===== src/rtl/mbm_pkg.sv =====
// Shared widths, FSM state type and saturation limits for the Booth MAC
// accumulate datapath.
package mbm_pkg;

  localparam int PROD_W_DEF = 32;
  localparam int ACC_W_DEF  = 40;
  localparam int CNT_W_DEF  = 8;

  typedef enum logic {
    ACCUM = 1'b0,
    HOLD  = 1'b1
  } state_e;

  // Limits are built at 64 bits and cast down by the user to its own ACC_W.
  function automatic logic [63:0] acc_max(input int w);
    return (64'd1 << (w - 1)) - 64'd1;
  endfunction

  function automatic logic [63:0] acc_min(input int w);
    return ~acc_max(w);
  endfunction

endpackage


===== src/rtl/mbm_sat_add.sv =====
// Combinational signed saturating adder: acc + sign-extended addend, clamped
// to the ACC_W signed range, with an overflow flag.
module mbm_sat_add
  import mbm_pkg::*;
#(
  parameter int PROD_W = PROD_W_DEF,
  parameter int ACC_W  = ACC_W_DEF
) (
  input  logic signed [ACC_W-1:0]  acc,
  input  logic signed [PROD_W-1:0] addend,
  output logic signed [ACC_W-1:0]  sum,
  output logic                     ovf
);

  localparam logic [ACC_W-1:0] ACC_MAX = ACC_W'(acc_max(ACC_W));
  localparam logic [ACC_W-1:0] ACC_MIN = ACC_W'(acc_min(ACC_W));

  // One guard bit: the two top bits disagree exactly when the true sum
  // falls outside the ACC_W range.
  logic [ACC_W:0] wide;

  assign wide = {acc[ACC_W-1], acc}
              + {{(ACC_W + 1 - PROD_W){addend[PROD_W-1]}}, addend};
  assign ovf  = wide[ACC_W] ^ wide[ACC_W-1];

  always_comb begin
    sum = wide[ACC_W-1:0];
    if (ovf) sum = wide[ACC_W] ? ACC_MIN : ACC_MAX;
  end

endmodule


===== src/rtl/mbm_product_accumulator.sv =====
// Group accumulator for signed Booth products: saturating sum and count per
// in_last-terminated group, one registered result per group.
module mbm_product_accumulator
  import mbm_pkg::*;
#(
  parameter int PROD_W = PROD_W_DEF,
  parameter int ACC_W  = ACC_W_DEF,
  parameter int CNT_W  = CNT_W_DEF
) (
  input  logic                     clk,
  input  logic                     rst,
  input  logic                     in_valid,
  output logic                     in_ready,
  input  logic signed [PROD_W-1:0] in_product,
  input  logic                     in_last,
  output logic                     out_valid,
  input  logic                     out_ready,
  output logic signed [ACC_W-1:0]  out_acc,
  output logic [CNT_W-1:0]         out_count,
  output logic                     out_sat,
  output state_e                   state
);

  // Both sides use valid/ready: a beat moves on a rising edge where the
  // producer's valid and the consumer's ready are both high. in_ready is
  // high only in ACCUM and out_valid only in HOLD, so a group result is
  // held until taken and upstream stalls meanwhile.

  logic signed [ACC_W-1:0] acc;
  logic [CNT_W-1:0]        cnt;
  logic                    sat;

  logic signed [ACC_W-1:0] acc_next;
  logic [CNT_W-1:0]        cnt_next;
  logic                    ovf;

  mbm_sat_add #(
    .PROD_W (PROD_W),
    .ACC_W  (ACC_W)
  ) u_sat_add (
    .acc    (acc),
    .addend (in_product),
    .sum    (acc_next),
    .ovf    (ovf)
  );

  assign cnt_next  = (cnt == '1) ? cnt : cnt + CNT_W'(1);
  assign in_ready  = (state == ACCUM);
  assign out_valid = (state == HOLD);

  always_ff @(posedge clk or posedge rst) begin
    if (rst) begin
      state     <= ACCUM;
      acc       <= '0;
      cnt       <= '0;
      sat       <= 1'b0;
      out_acc   <= '0;
      out_count <= '0;
      out_sat   <= 1'b0;
    end else if (state == ACCUM) begin
      if (in_valid) begin
        if (in_last) begin
          out_acc   <= acc_next;
          out_count <= cnt_next;
          out_sat   <= sat | ovf;
          acc       <= '0;
          cnt       <= '0;
          sat       <= 1'b0;
          state     <= HOLD;
        end else begin
          acc <= acc_next;
          cnt <= cnt_next;
          sat <= sat | ovf;
        end
      end
    end else if (out_ready) begin
      state <= ACCUM;
    end
  end

endmodule


===== config.mk =====
export PLATFORM = sky130hd
export DESIGN_NAME = mbm_product_accumulator
export DESIGN_NICKNAME = d
export VERILOG_FILES = /design/src/rtl/mbm_pkg.sv /design/src/rtl/mbm_sat_add.sv /design/src/rtl/mbm_product_accumulator.sv
export SDC_FILE = /design/constraint.sdc
export NUM_CORES = 1
export LEC_CHECK = 0
export CAP_MARGIN = 20
export CORE_UTILIZATION = 36
export CTS_CLUSTER_DIAMETER = 120
export DETAILED_ROUTE_END_ITERATION = 10
export PLACE_DENSITY = 0.62
export SLEW_MARGIN = 20
export SYNTH_ARGS = -nofsm -noshare
export SYNTH_HDL_FRONTEND = slang
export SYNTH_HIERARCHICAL = 1
export SYNTH_SLANG_ARGS = --single-unit

===== constraint.sdc =====
create_clock -name clk -period 9.4 [get_ports clk]
set_clock_uncertainty 0.1 [all_clocks]
set_input_delay 2.82 -clock clk [delete_from_list [all_inputs] [get_ports clk]]
set_output_delay 2.82 -clock clk [all_outputs]
set_load 0.02 [all_outputs]

Word level (Yosys, flattened, before mapping)
Cells that the tools add are included.

$add $sub $neg: 2. $mul: 0. Divide/modulo/power cells: 0. Order comparisons: 0. Equality and inequality tests: 1. Shift-type cells: 0. Muxes and demuxes: 10. Bitwise logic cells: 3. Reduce and logical (&&, ||, !) cells: 2.

Operators with widths (count): 2-to-1 mux 40 bit (3); adder 40 x 32 -> 41 bit (1); 2-to-1 mux 8 bit (2); adder 8 x 1 -> 8 bit (second input constant) (1); == test 8 bit (second input constant) (1); 2-to-1 mux 1 bit (5); AND reduction 3 bit (1); AND reduction 2 bit (1); inverter 1 bit (1); OR 1 bit (1); XOR 1 bit (1).

Register bits: 99. Latch bits: 0. Bits in writable memories: 0. ROM bits: 0. Bits of input ports: 37. Output and inout bits: 52. Word-level logic and storage cells: 25. Memories: 0.

Depth between registers and ports, before layout
Depth after elaboration: 4. Gate-level depth with buffers: 13. Depth with buffers taken out: 12.

Cells and area by module
Netlist, hierarchy kept.

Modules (own cells, without submodules): mbm_product_accumulator (times used 1, cells an instance 458, area an instance 4150.2 um^2, sequential area each 2477.4 um^2); mbm_sat_add (times used 1, cells an instance 388, area an instance 2876.5 um^2, sequential area each 0.0 um^2).

Worst setup path before layout
Ideal clock, no wire load.

Kind: input port to flip-flop. From: input in_product[15]. To: register acc[1]. Library setup time: 132 ps. Arrival: 5425 ps. Required time: 9168 ps. Setup slack: 3743 ps. Cell stages on the path: 13. Path buffers: 2. Cells stage by stage: ha_1 buf_6 a21o_1 a311o_1 a221o_1 a221o_1 a2bb2oi_2 a31oi_4 a211oi_4 buf_6 maj3_2 nand2_1 o21ai_1.

Cells in the longest elaborated chain, start to end: 4. Elaborated cells on any way between the ends: 5.

RTL lines: from (decl) (RTL line mbm_product_accumulator.sv:14) `input logic signed [PROD_W-1:0] in_product,`; adder 40 x 32 -> 41 bit (*) (RTL line mbm_sat_add.sv:23) `+ {{(ACC_W + 1 - PROD_W){addend[PROD_W-1]}}, addend};`; 2-to-1 mux 40 bit or XOR 1 bit (tied branches) (RTL line mbm_sat_add.sv:28, mbm_sat_add.sv:24); 2-to-1 mux 40 bit (*) (RTL line mbm_sat_add.sv:28) `if (ovf) sum = wide[ACC_W] ? ACC_MIN : ACC_MAX;`; net acc_next[1] (RTL line mbm_product_accumulator.sv:33) `logic signed [ACC_W-1:0] acc_next;`; 2-to-1 mux 40 bit (*) (RTL line mbm_product_accumulator.sv:62) `if (in_last) begin`; to (signal assigned) (RTL line mbm_product_accumulator.sv:71) `acc <= acc_next;`; to (decl) (RTL line mbm_product_accumulator.sv:29) `logic signed [ACC_W-1:0] acc;`.

Mark *: on every way through the listed nets, which the timed path passes. The rest lies on a longest branch. A chain may end at the register's enable or synchronous reset.

Worst setup path after layout
From: input in_product[0]. To: register acc[9].

Same word-level chain as after synthesis.

==> impl_metrics.tcl <==
set metrics [dict create \
    gp_congestion 0.826 \
    cts_setup_buffers 0 \
    power_leakage_nw 3.80 \
    boundaryPins 89 \
    synthTopCellsByArea "dfrtp_1 (35%), nand2_1 (13%), ha_1 (7.3%), maj3_2 (6.1%), a21oi_1 (3.2%)" \
    syn_inst 846 \
    cts_made_buffers 9 \
    cp.arrival_ns 6.61 \
    fmax_mhz 155 \
    finalNetCount 977 \
    cts_tree "built" \
    critPathKind "input port to register" \
    vias_per_cell 5.17 \
    fp-row-count 50 \
    syn_area_sq_um 7030 \
    clk_pin_slew_ns 0.07 \
    synth_top_area_cell "dfrtp_1" \
    grt.total_usage 0.184 \
    rsz0062_at_grt "false" \
    hold_viol 0 \
    total_power_w 0.00283 \
    hp-class "register to register" \
    overflow 0 \
    vias 6012 \
    ctsResizeCount 0 \
    syn_to_final_growth_pct 18.3 \
    initial_core_util 0.372 \
    tns_ns 0 \
    critPathCaptureType "register" \
    drt_wl_total_mm 17.4 \
    grt_pass1_wl_mm 29.4 \
    grt_pass1_vias 5745 \
    cts_root_buffer "clkbuf_16" \
    cap_violations 0 \
    cp-start-kind "input port" \
    maxSlewViolCount 0 \
    drive_gt1_frac 0.0842 \
    min_period_ns 6.43 \
    ys_seq_area_frac 0.353 \
    synth_edf_count 0 \
    grt_max_degree 89 \
    yosysUniqueCellTypes 69 \
    drt_iter0_drc 350 \
    ant_nets 0 \
    multi_input_area_sq_um 4200 \
    tightest_slew_ns 0.862 \
    powerDensity_nw_per_um2 341 \
    crit_fanout 18 \
    dp_hpwl_mm 12.3 \
    ys_async_sr_fraction 1.00 \
    ys.flop_type "dfrtp_1" \
    irDropWorstVdd_mv 0.143 \
    dpl_worst_slack_ns 2.62 \
    dieArea_sq_um 20100 \
    die_h_um 142 \
    yosysTopAreaCellShare 0.353 \
    synth_area_per_cell_sq_um 8.31 \
    critPathRequiredTime_ns 9.57 \
    slew_headroom 0.425 \
    synth-seq-cells 99 \
    fillCellCount 1919 \
    htreeDepth 3 \
    antenna_found_initial 0 \
    synth_fp_nets 925 \
    cts_sinks 99 \
    setup_viol 0 \
    clk_path_buf_depth 2 \
    n_antenna_cell 0 \
    coreArea_sq_um 18900 \
    final-seq-area_sq_um 2480 \
    insertion_delay_ns 0.36 \
    io_buffers 88 \
    drc 0 \
    cts_hold_buf 0 \
    yosysWarnings 6 \
    wire_per_inst_um 15.0 \
    status "finished, final reports clean" \
    first_pass_iters 5 \
    layout_setup_ws_ns 2.97 \
    fin_crit_sh 0.684 \
    fp.dieW_um 142 \
]
## worst paths after layout
| kind | from | to | slack, ns | depth (start not counted) |
|---|---|---|---|---|
| worst max-delay path | in_product[0] | acc[9] | 2.97 | 14 |
| worst min-delay path | out_acc[18] | out_acc[18] | 0.37 | 2 |
| worst max register to register | acc[0] | acc[9] | 5.55 | 13 |
| worst min register to register | out_acc[18] | out_acc[18] | 0.37 | 2 |
| max in group asynchronous | rst | sat | 5.28 | 3 |
| min in group asynchronous | rst | out_acc[25] | 2.80 | 2 |
## power breakdown
group | internal [W] | switching [W]
clock | 0.000221 | 0.000167
combinational | 0.000780 | 0.000980
sequential | 0.000586 | 0.0000986
total | 0.00159 | 0.00125
## metal layers
metal	part of all wire	wire length (um)	global-route usage
met2	0.45	7920	0.299
met5	0	0	0
met4	0.012	212	0.0577
met1	0.50	8660	0.251
met3	0.036	629	0.0260
## cell usage after synthesis, types with 13 or more instances
cell,n
nand3_1,16
dfrtp_1,99
a21oi_1,45
xnor2_1,21
buf_2,17
clkbuf_1,26
a21o_1,26
nand2_1,245
ha_1,41
maj3_2,38
inv_1,16
nor2_1,26
a31oi_1,13
o21ai_0,27
o21ai_1,45
## area by class of cell
class / instances / share of cell area
clock inverters: 4 / 0.00587
flip-flops and latches: 99 / 0.298
clock buffers: 12 / 0.0309
well taps: 260 / 0.0391
repair buffers: 96 / 0.113
inverters: 17 / 0.00798
multi-input cells: 675 / 0.505
## placed cells by master (no fill, tap or decap), types with 8 or more instances in the layout
cell,count
o21ai_1,45
nand2_1,245
buf_4,8
xor2_1,11
dfrtp_1,99
clkbuf_16,9
clkdlybuf4s50_1,88
o21ai_0,27
nor2b_1,8
o31ai_1,8
a31oi_1,13
maj3_2,38
inv_1,15
a21o_1,26
nand3_1,16
a21oi_1,45
nor2_1,26
ha_1,41
xnor2_1,20
## metrics by stage
| stage | hold WS [ns] | util | std cells | cell area, sq um |
|---|---|---|---|---|
| floorplan | 0.356 | - | 846 | 7030 |
| global placement | 0.359 | 0.424 | 1147 | 8010 |
| detailed placement | 0.362 | 0.424 | 1147 | 8010 |
| CTS | 0.379 | 0.440 | 1163 | 8310 |
| global route | 0.390 | 0.440 | 1163 | 8310 |
| finish | 0.371 | 0.440 | 1163 | 8310 |
## critical path, cell delays in order
cell,delay (ns)
clkdlybuf4s50_1,0.48
ha_1,0.20
fa_1,0.23
a21o_1,0.14
nand4_1,0.17
a21boi_0,0.49
a221o_1,0.35
a2bb2oi_2,0.29
a31oi_4,0.15
a211oi_4,0.48
buf_4,0.35
maj3_2,0.25
nand2_1,0.05
o21ai_1,0.15
## sequential cells by signal, summed over array words and instances (netlist names)
name,count
acc,40
out_sat,1
sat,1
cnt,8
out_count,8
out_acc,40
out_valid,1
## logic make-up (layout without fill, tap and decap cells)
kind of cell	count (synthesis)	in the layout	synth area share
DFF	99	99	0.353
muxes	1	1	0.00142
buffers and inverters	72	129	0.0513
AOI/OAI and AO/OA	220	220	0.205
adders and majority gates	81	81	0.138
xor gates and xnor gates	32	32	0.0399
and+or+nand+nor	341	341	0.211
Power figures use the tool's default switching activity.
